**config.mk**
```make
export PLATFORM = sky130hd
export DESIGN_NAME = inta_sequencer
export DESIGN_NICKNAME = d
export VERILOG_FILES = /design/src/rtl/pic_pkg.sv /design/src/rtl/ocw2_eoi_decoder.sv /design/src/rtl/inta_sequencer.sv
export SDC_FILE = /design/constraint.sdc
export NUM_CORES = 1
export LEC_CHECK = 0
export CAP_MARGIN = 25
export CORE_UTILIZATION = 49
export CTS_CLUSTER_DIAMETER = 50
export CTS_CLUSTER_SIZE = 8
export DETAILED_ROUTE_END_ITERATION = 8
export PLACE_DENSITY = 0.85
export SLEW_MARGIN = 20
export SYNTH_ARGS = -nofsm -noshare
export SYNTH_HDL_FRONTEND = slang
export SYNTH_HIERARCHICAL = 1
export SYNTH_SLANG_ARGS = --single-unit
```
**constraint.sdc**
```tcl
create_clock -name clk -period 4.7 [get_ports clk]
set_clock_uncertainty 0.05 [all_clocks]
set_input_delay 1.175 -clock clk [delete_from_list [all_inputs] [get_ports clk]]
set_output_delay 1.175 -clock clk [all_outputs]
set_load 0.1 [all_outputs]
```
**src/rtl/pic_pkg.sv**
```systemverilog
// Shared types and helpers for the interrupt-acknowledge sequencer and OCW2 decode.
package pic_pkg;

    typedef enum logic [1:0] {
        IDLE,
        ACK1,
        WAIT2,
        ACK2
    } seq_state_e;

    // {R, SL, EOI} field of OCW2
    typedef enum logic [2:0] {
        OCW2_AEOI_ROT_CLR = 3'b000,
        OCW2_NS_EOI       = 3'b001,
        OCW2_NOP          = 3'b010,
        OCW2_SP_EOI       = 3'b011,
        OCW2_AEOI_ROT_SET = 3'b100,
        OCW2_ROT_NS_EOI   = 3'b101,
        OCW2_SET_PRIO     = 3'b110,
        OCW2_ROT_SP_EOI   = 3'b111
    } ocw2_cmd_e;

    function automatic logic [2:0] onehot_to_index(input logic [7:0] onehot);
        logic [2:0] idx;
        idx = '0;
        for (int unsigned i = 0; i < 8; i++) begin
            if (onehot[i]) begin
                idx = 3'(i);
            end
        end
        return idx;
    endfunction

    function automatic logic [7:0] index_to_onehot(input logic [2:0] idx);
        return 8'b0000_0001 << idx;
    endfunction

endpackage

```
**src/rtl/ocw2_eoi_decoder.sv**
```systemverilog
// Combinational decode of an OCW2 byte into EOI clear mask, rotation update and AEOI-rotate mode.
module ocw2_eoi_decoder
    import pic_pkg::*;
(
    input  logic [7:0] ocw2_data,
    input  logic [7:0] highest_in_service,
    output logic [7:0] eoi_mask,
    output logic       rotate_valid,
    output logic [2:0] rotate_value,
    output logic       aeoi_mode_set,
    output logic       aeoi_mode_clr
);

    ocw2_cmd_e  cmd;
    logic [2:0] level;

    always_comb begin
        cmd           = ocw2_cmd_e'(ocw2_data[7:5]);
        level         = ocw2_data[2:0];
        eoi_mask      = '0;
        rotate_valid  = 1'b0;
        rotate_value  = '0;
        aeoi_mode_set = 1'b0;
        aeoi_mode_clr = 1'b0;
        case (cmd)
            OCW2_NS_EOI: begin
                eoi_mask = highest_in_service;
            end
            OCW2_SP_EOI: begin
                eoi_mask = index_to_onehot(level);
            end
            OCW2_ROT_NS_EOI: begin
                // nothing in service means nothing to clear and no new lowest level
                if (highest_in_service != '0) begin
                    eoi_mask     = highest_in_service;
                    rotate_valid = 1'b1;
                    rotate_value = onehot_to_index(highest_in_service);
                end
            end
            OCW2_ROT_SP_EOI: begin
                eoi_mask     = index_to_onehot(level);
                rotate_valid = 1'b1;
                rotate_value = level;
            end
            OCW2_SET_PRIO: begin
                rotate_valid = 1'b1;
                rotate_value = level;
            end
            OCW2_AEOI_ROT_SET: aeoi_mode_set = 1'b1;
            OCW2_AEOI_ROT_CLR: aeoi_mode_clr = 1'b1;
            default: ;
        endcase
    end

endmodule

```
**src/rtl/inta_sequencer.sv**
```systemverilog
// 8086-mode INTA handshake sequencer: drives INT, ISR set/EOI strobes, priority rotation and the vector byte.
module inta_sequencer
    import pic_pkg::*;
#(
    parameter int unsigned SPURIOUS_LEVEL = 7,
    parameter bit          AEOI_ROTATE_EN = 1'b1
) (
    input  logic       clk,
    input  logic       reset,
    input  logic       inta_n,
    input  logic [7:0] interrupt_request,
    input  logic [7:0] highest_in_service,
    input  logic [4:0] vector_base,
    input  logic       auto_eoi,
    input  logic       ocw2_write,
    input  logic [7:0] ocw2_data,
    output logic       int_out,
    output logic       in_service_set,
    output logic [7:0] in_service_level,
    output logic [7:0] end_of_interrupt,
    output logic [2:0] priority_rotate,
    output logic [7:0] data_out,
    output logic       data_out_en
);

    seq_state_e state_q, state_d;
    logic       inta_n_q;
    logic [7:0] latched_level_q, latched_level_d;
    logic       spurious_q, spurious_d;
    logic       rotate_in_aeoi_q, rotate_in_aeoi_d;
    logic       int_out_q, int_out_d;
    logic       set_q, set_d;
    logic [7:0] level_q, level_d;
    logic [7:0] eoi_q, eoi_d;
    logic [2:0] rotate_q, rotate_d;
    logic [7:0] data_out_q, data_out_d;
    logic       data_en_q, data_en_d;

    logic       fall, rise;
    logic [7:0] aeoi_mask;
    logic       aeoi_rotate;

    logic [7:0] dec_eoi_mask;
    logic       dec_rotate_valid;
    logic [2:0] dec_rotate_value;
    logic       dec_aeoi_set, dec_aeoi_clr;

    ocw2_eoi_decoder u_ocw2_dec (
        .ocw2_data          (ocw2_data),
        .highest_in_service (highest_in_service),
        .eoi_mask           (dec_eoi_mask),
        .rotate_valid       (dec_rotate_valid),
        .rotate_value       (dec_rotate_value),
        .aeoi_mode_set      (dec_aeoi_set),
        .aeoi_mode_clr      (dec_aeoi_clr)
    );

    assign fall = inta_n_q & ~inta_n;
    assign rise = ~inta_n_q & inta_n;

    always_comb begin
        state_d         = state_q;
        latched_level_d = latched_level_q;
        spurious_d      = spurious_q;
        set_d           = 1'b0;
        level_d         = '0;
        data_out_d      = data_out_q;
        aeoi_mask       = '0;
        aeoi_rotate     = 1'b0;

        case (state_q)
            IDLE: begin
                if (fall) begin
                    state_d = ACK1;
                    if (interrupt_request != '0) begin
                        latched_level_d = interrupt_request;
                        spurious_d      = 1'b0;
                        set_d           = 1'b1;
                        level_d         = interrupt_request;
                    end else begin
                        latched_level_d = index_to_onehot(3'(SPURIOUS_LEVEL));
                        spurious_d      = 1'b1;
                    end
                end
            end
            ACK1: begin
                if (rise) state_d = WAIT2;
            end
            WAIT2: begin
                if (fall) begin
                    state_d    = ACK2;
                    data_out_d = {vector_base, onehot_to_index(latched_level_q)};
                end
            end
            ACK2: begin
                if (rise) begin
                    state_d    = IDLE;
                    data_out_d = '0;
                    if (auto_eoi && !spurious_q) begin
                        aeoi_mask   = latched_level_q;
                        aeoi_rotate = rotate_in_aeoi_q && AEOI_ROTATE_EN;
                    end
                end
            end
            default: state_d = IDLE;
        endcase

        data_en_d = (state_d == ACK2);
        int_out_d = (state_d == IDLE) && (interrupt_request != '0);

        // AEOI and OCW2 EOI merge; an OCW2 rotation overrides the AEOI one
        eoi_d = aeoi_mask | (ocw2_write ? dec_eoi_mask : 8'h00);

        rotate_d = rotate_q;
        if (ocw2_write && dec_rotate_valid) begin
            rotate_d = dec_rotate_value;
        end else if (aeoi_rotate) begin
            rotate_d = onehot_to_index(latched_level_q);
        end

        rotate_in_aeoi_d = rotate_in_aeoi_q;
        if (ocw2_write && dec_aeoi_set) begin
            rotate_in_aeoi_d = 1'b1;
        end else if (ocw2_write && dec_aeoi_clr) begin
            rotate_in_aeoi_d = 1'b0;
        end
    end

    always_ff @(posedge clk) begin
        if (reset) begin
            state_q          <= IDLE;
            inta_n_q         <= 1'b1;
            latched_level_q  <= '0;
            spurious_q       <= 1'b0;
            rotate_in_aeoi_q <= 1'b0;
            int_out_q        <= 1'b0;
            set_q            <= 1'b0;
            level_q          <= '0;
            eoi_q            <= '0;
            rotate_q         <= 3'b111;
            data_out_q       <= '0;
            data_en_q        <= 1'b0;
        end else begin
            state_q          <= state_d;
            inta_n_q         <= inta_n;
            latched_level_q  <= latched_level_d;
            spurious_q       <= spurious_d;
            rotate_in_aeoi_q <= rotate_in_aeoi_d;
            int_out_q        <= int_out_d;
            set_q            <= set_d;
            level_q          <= level_d;
            eoi_q            <= eoi_d;
            rotate_q         <= rotate_d;
            data_out_q       <= data_out_d;
            data_en_q        <= data_en_d;
        end
    end

    assign int_out          = int_out_q;
    assign in_service_set   = set_q;
    assign in_service_level = level_q;
    assign end_of_interrupt = eoi_q;
    assign priority_rotate  = rotate_q;
    assign data_out         = data_out_q;
    assign data_out_en      = data_en_q;

endmodule
```
### Word-level counts from Yosys, hierarchy flattened

Cells that the tools add are included.

* bits of input ports: 34
* bits in registers: 43
* word-level logic and storage cells: 97

* bitwise gates (word level): 8
* multiplexer cells: 44
* shift operators: 1
* equality and inequality tests: 12
* reduce and logical (&&, ||, !) cells: 20

Operators by type and width (number)
* $mux 8: 8
* $mux 3: 12
* $pmux 8 s3: 1
* $pmux 8 s2: 1
* $reduce_bool 8->1: 2
* $mux 2: 7
* $eq 3x3->1 const B: 4
* $mux 1: 12
* $or 8x8->8: 1
* $pmux 2 s4: 1
* $shl 1x3->8 const A: 1
* $eq 2x2->1 const B: 3
* $pmux 3 s2: 1
* $reduce_bool 2->1: 3
* $logic_and 1x1->1: 5
* $not 1->1: 5
* $logic_not 2->1: 2
* $ne 2x2->1 const B: 2
* $reduce_or 2->1: 2
* $reduce_or 4->1: 1
* $eq 3x1->1 const B: 1
* $eq 3x2->1 const B: 1
* $logic_not 3->1: 1
* $reduce_and 3->1: 1
* other kinds (6): 7

### Longest topological paths before layout

* depth in word-level cells: 10
* gate-level depth with buffers: 9
* gate-level depth less buffers: 8

### Hierarchy

The synthesis kept the hierarchy.

Modules (own cells, without submodules)
* inta_sequencer: seq. area each 860.8 sq um, cells each 175, times used 1, area an instance 1619.1 sq um
* ocw2_eoi_decoder: seq. area each 0.0 sq um, cells each 50, times used 1, area an instance 320.3 sq um

### Least setup slack after synthesis

OpenSTA, ideal clock, no wires.

* kind: input port to flip-flop
* start: input highest_in_service[4]
* end: register rotate_q[2], in the netlist priority_rotate[2]
* required time: 4.530 ns
* slack: 2.183 ns
* arrival time: 2.347 ns
* cell stages on the path: 6
* cells stage by stage: nor4_2 > a31oi_1 > a21o_2 > a32oi_2 > a211oi_1 > a211o_1

* elaborated cells between the ends (all ways): 12
* those cells by class: mux: 9; reduce/logical: 3

RTL lines
* start, declared: RTL line inta_sequencer.sv:12 `input logic [7:0] highest_in_service,`
* $reduce_bool 8->1 (*): RTL line ocw2_eoi_decoder.sv:34 `if (highest_in_service != '0) begin`
* $mux 1 (*): RTL line ocw2_eoi_decoder.sv:34
* $pmux 1 s2 (*): RTL line ocw2_eoi_decoder.sv:25 `case (cmd)`
* named net dec_rotate_valid: RTL line inta_sequencer.sv:44 `logic dec_rotate_valid;`
* $logic_and 1x1->1 (*): RTL line inta_sequencer.sv:115 `if (ocw2_write && dec_rotate_valid) begin`
* $mux 3 or $reduce_bool 2->1 (tied branches)
* end signal, assigned: RTL line inta_sequencer.sv:153 `rotate_q <= rotate_d;`
* end, declared: RTL line inta_sequencer.sv:35 `logic [2:0] rotate_q, rotate_d;`

The timed path passes the listed nets; every way through them passes the cells marked *.
A chain may end at the register's enable or synchronous reset.

### Worst setup path after layout

* start: input ocw2_data[6]
* end: register rotate_q[2], in the netlist priority_rotate[2]

* longest elaborated chain between the ends: 5
* elaborated cells between the ends (all ways): 9
* those cells by class: eq/ne: 3; mux: 3; reduce/logical: 3

RTL lines
* start, declared: RTL line inta_sequencer.sv:16 `input logic [7:0] ocw2_data,`
* $eq 3x3->1: RTL line ocw2_eoi_decoder.sv:25
* $reduce_or 2->1 (no source line)
* $pmux 1 s2 (*): RTL line ocw2_eoi_decoder.sv:25
* named net dec_rotate_valid: RTL line inta_sequencer.sv:44
* $logic_and 1x1->1 (*): RTL line inta_sequencer.sv:115
* $mux 3 or $reduce_bool 2->1 (tied branches)

Marks and branches as above.

==> key figures <==
Detailed routing
  – Routed WL per cell: 13.04 microns
  – DR pass1 iterations: 4
  – Initial DRC count: 164
  – Residual DRC count: 0
  – Vias/cell: 5.444
  – Routed via count: 1802
  – Drt total wl: 4.317 mm
  – Detail Route Antenna Nets: 0

Clocking
  – Post-cts sizing count: 0
  – H-tree depth: 2
  – Clk buf depth: 2
  – Number of CTS-inserted buffers: 5
  – CTS clk-pin slew, worst paths: 0.08 ns
  – Clock root buffer: clkbuf_8
  – CTS tree: yes
  – Clock sinks: 43
  – # Post-CTS Setup Buffers: 0
  – Clock latency on the worst-skew pair: 0.30 ns
  – Hold-fix buffers at CTS: 0

Timing
  – Final setup fails: 0
  – Fin. max-slew vios: 0
  – Fin crit share: 0.6449
  – Total negative setup slack: 0 ns
  – Final WS setup: 1.669 ns
  – Post-route minimum period: 3.031 ns
  – Fmax: 329.9 MHz
  – Slew margin rel.: 0.3436
  – Final hold vios: 0
  – Slew of the pin with the lowest slew margin: 0.9815 ns
  – RSZ-0062 raised after global routing: no

Power and ir drop
  – Sequential share of power: 0.495
  – Cell-internal power: 545.6 uW
  – Combinational share of power: 0.215
  – Sw Pwr: 241.6 uW
  – Sw Ratio: 0.3069
  – Clock Power Share: 0.290
  – PD cells: 298.0 nW/um^2
  – VDD IR max: 262.8 uV
  – LEAKAGE: 0.0009722 uW

Logic synthesis
  – Yosys top cell by area: dfxtp_1
  – Ranking of synthesized cells by area: dfxtp_1 (44%), nor2_1 (5.4%), nand2_1 (5.0%)
  – Ys async rst share: 0
  – Synth unique cells: 54
  – Count leader, synth: dfxtp_1
  – Syn. warnings: 6
  – Yosys top cell area share: 0.4439
  – Number of synthesized register bits: 43
  – Post-synth EDFFs: 0
  – Mapped Cells: 225
  – Synth Flop Type: dfxtp_1
  – Sequential area share after synthesis: 0.4439
  – Net Count, Synth: 259
  – Post-Syn Area: 1939 sq um
  – Synthesized area per cell: 8.619 sq um
  – Synth cell count leaders: dfxtp_1 (43), nor2_1 (28), nand2_1 (26), a21oi_1 (18), and2_1 (11)

Placed design
  – DP HPWL: 3.129 mm
  – Post-Place Setup Slack: 1.377 ns
  – Port bufs: 61
  – Placer's final routability congestion estimate: 0.8958

Cells and area
  – Final net count: 316
  – Area growth from synthesis to layout: 36.19%
  – Ant. Diodes: 0
  – Layout cells sized above 1: 0.07067

Setup path
  – Setup CP Type: input pin to flip-flop
  – R2R Path End: in_service_level[3]
  – R2R depth: 4
  – Critical path data arrival time: 3.18 ns
  – Register-to-register setup slack: 3.02 ns
  – Crit. End Element: flip-flop
  – Worst r2r src: state_q[1]
  – Crit-path max FO: 18
  – Worst Path Required: 4.84 ns
  – Crit start category: input pin
  – Critical path endpoint: priority_rotate[2]
  – CP Launch Point: ocw2_data[6]

Floorplanning
  – Total core area: 3716 sq um
  – Die Width: 64.91 microns
  – Starting Density: 0.5219
  – Ports: 64
  – Row count: 22
  – Die area: 4213 sq um
  – Chip Height: 64.91 microns

GRT
  – Total Routing Usage GR: 0.2130
  – First-pass GRT wire length: 6.900 mm
  – Total gr overflow: 0
  – Largest net degree at the start of global routing: 23
  – Initial antenna violation count: 0
  – Vias in the first global route: 1594

Worst hold path
  – Hold Path Class: flip-flop to flip-flop
  – WHS Path Cells: 2
  – Hold path startpoint: data_out[5]

Outcome
  – Outcome: finished clean

Flow run
  – Max_cap viols: 0
-- critical path: stages --
cell	delay [ns]
clkdlybuf4s50_1	0.87
nor2b_2	0.10
nand2_1	0.11
a31oi_1	0.06
a21o_2	0.22
a32oi_2	0.28
a211oi_1	0.09
a211o_1	0.28
-- flip-flops by register name, indices dropped and copies added (netlist names) --
signal	cells
rotate_in_aeoi_q	1
inta_n_q	1
spurious_q	1
priority_rotate	3
data_out_en	1
int_out	1
state_q	2
end_of_interrupt	8
in_service_set	1
data_out	8
latched_level_q	8
in_service_level	8
-- cell usage in the layout, fill, tap and decap left out, types with 2 or more instances in the layout --
master            n
o21ai_0           4
a21oi_1          18
or4_1             2
inv_1             7
nand2b_1          5
nand4b_1          6
clkdlybuf4s50_1  61
o22ai_1           3
nor2b_1           4
nor3_1            7
nand3_1           2
nor2_1           28
a22oi_1           9
nand2_1          26
mux2i_1           4
clkbuf_8          5
dfxtp_1          43
a21boi_0          2
and2_1           11
-- cell families (layout without fill, tap and decap cells) --
| logic type | count (synthesis) | count (layout) | share of synthesized area |
|---|---|---|---|
| and+or+nand+nor | 106 | 106 | 0.2981 |
| muxes | 4 | 4 | 0.02065 |
| buffers and inverters | 19 | 77 | 0.04516 |
| xor gates and xnor gates | 1 | 1 | 0.004517 |
| AOI/OAI and AO/OA | 52 | 52 | 0.1878 |
| DFF | 43 | 43 | 0.4439 |
-- power groups by stage --
| stage | clock [uW] | sequential (uW) | combinational (uW) |
|---|---|---|---|
| floorplan | 0 | 447 | 61.8 |
| global placement | 0 | 398 | 167 |
| CTS | 230 | 389 | 170 |
| detailed placement | 0 | 398 | 169 |
| finish | 228 | 390 | 170 |
| global route | 247 | 392 | 181 |
-- layout make-up --
class                   instances  area, sq um
fillers                       307         1075
multi-input cells             163        991.0
flip-flops and latches         43        860.8
repair buffers                 62        618.1
clock buffers                   6        72.57
well taps                      48        60.06
inverters                       7        26.28
clock inverters                 2        12.51
-- metrics by stage --
stage          cells  hold slack, ns  utilization  power, uW  cell area, sq um
3_5_place_dp     323          0.3963       0.6879      567.0              2556
4_1_cts          331          0.4106       0.7108      789.5              2641
2_1_floorplan    225          0.3860            -      508.5              1939
3_3_place_gp     323          0.3957       0.6879      564.8              2556
5_1_grt          331          0.4281       0.7108      819.7              2641
6_report         331          0.4086       0.7108      787.2              2641
-- routing by layer --
| layer | track usage | share of wire | wire length [microns] |
|---|---|---|---|
| met3 | 0.07042 | 0.062 | 267 |
| met4 | 0.05833 | 0.0086 | 37 |
| met1 | 0.2397 | 0.42 | 1833 |
| met2 | 0.3789 | 0.50 | 2178 |
| met5 | 0 | 0 | 0 |
-- worst min-delay path by stage --
stage                               endpoint
after global routing             data_out[6]
after floorplan           latched_level_q[0]
after detailed placement         data_out[5]
final                            data_out[5]
after CTS                        data_out[5]
after global placement           data_out[5]
No activity file was read; power rests on OpenSTA's default activity.
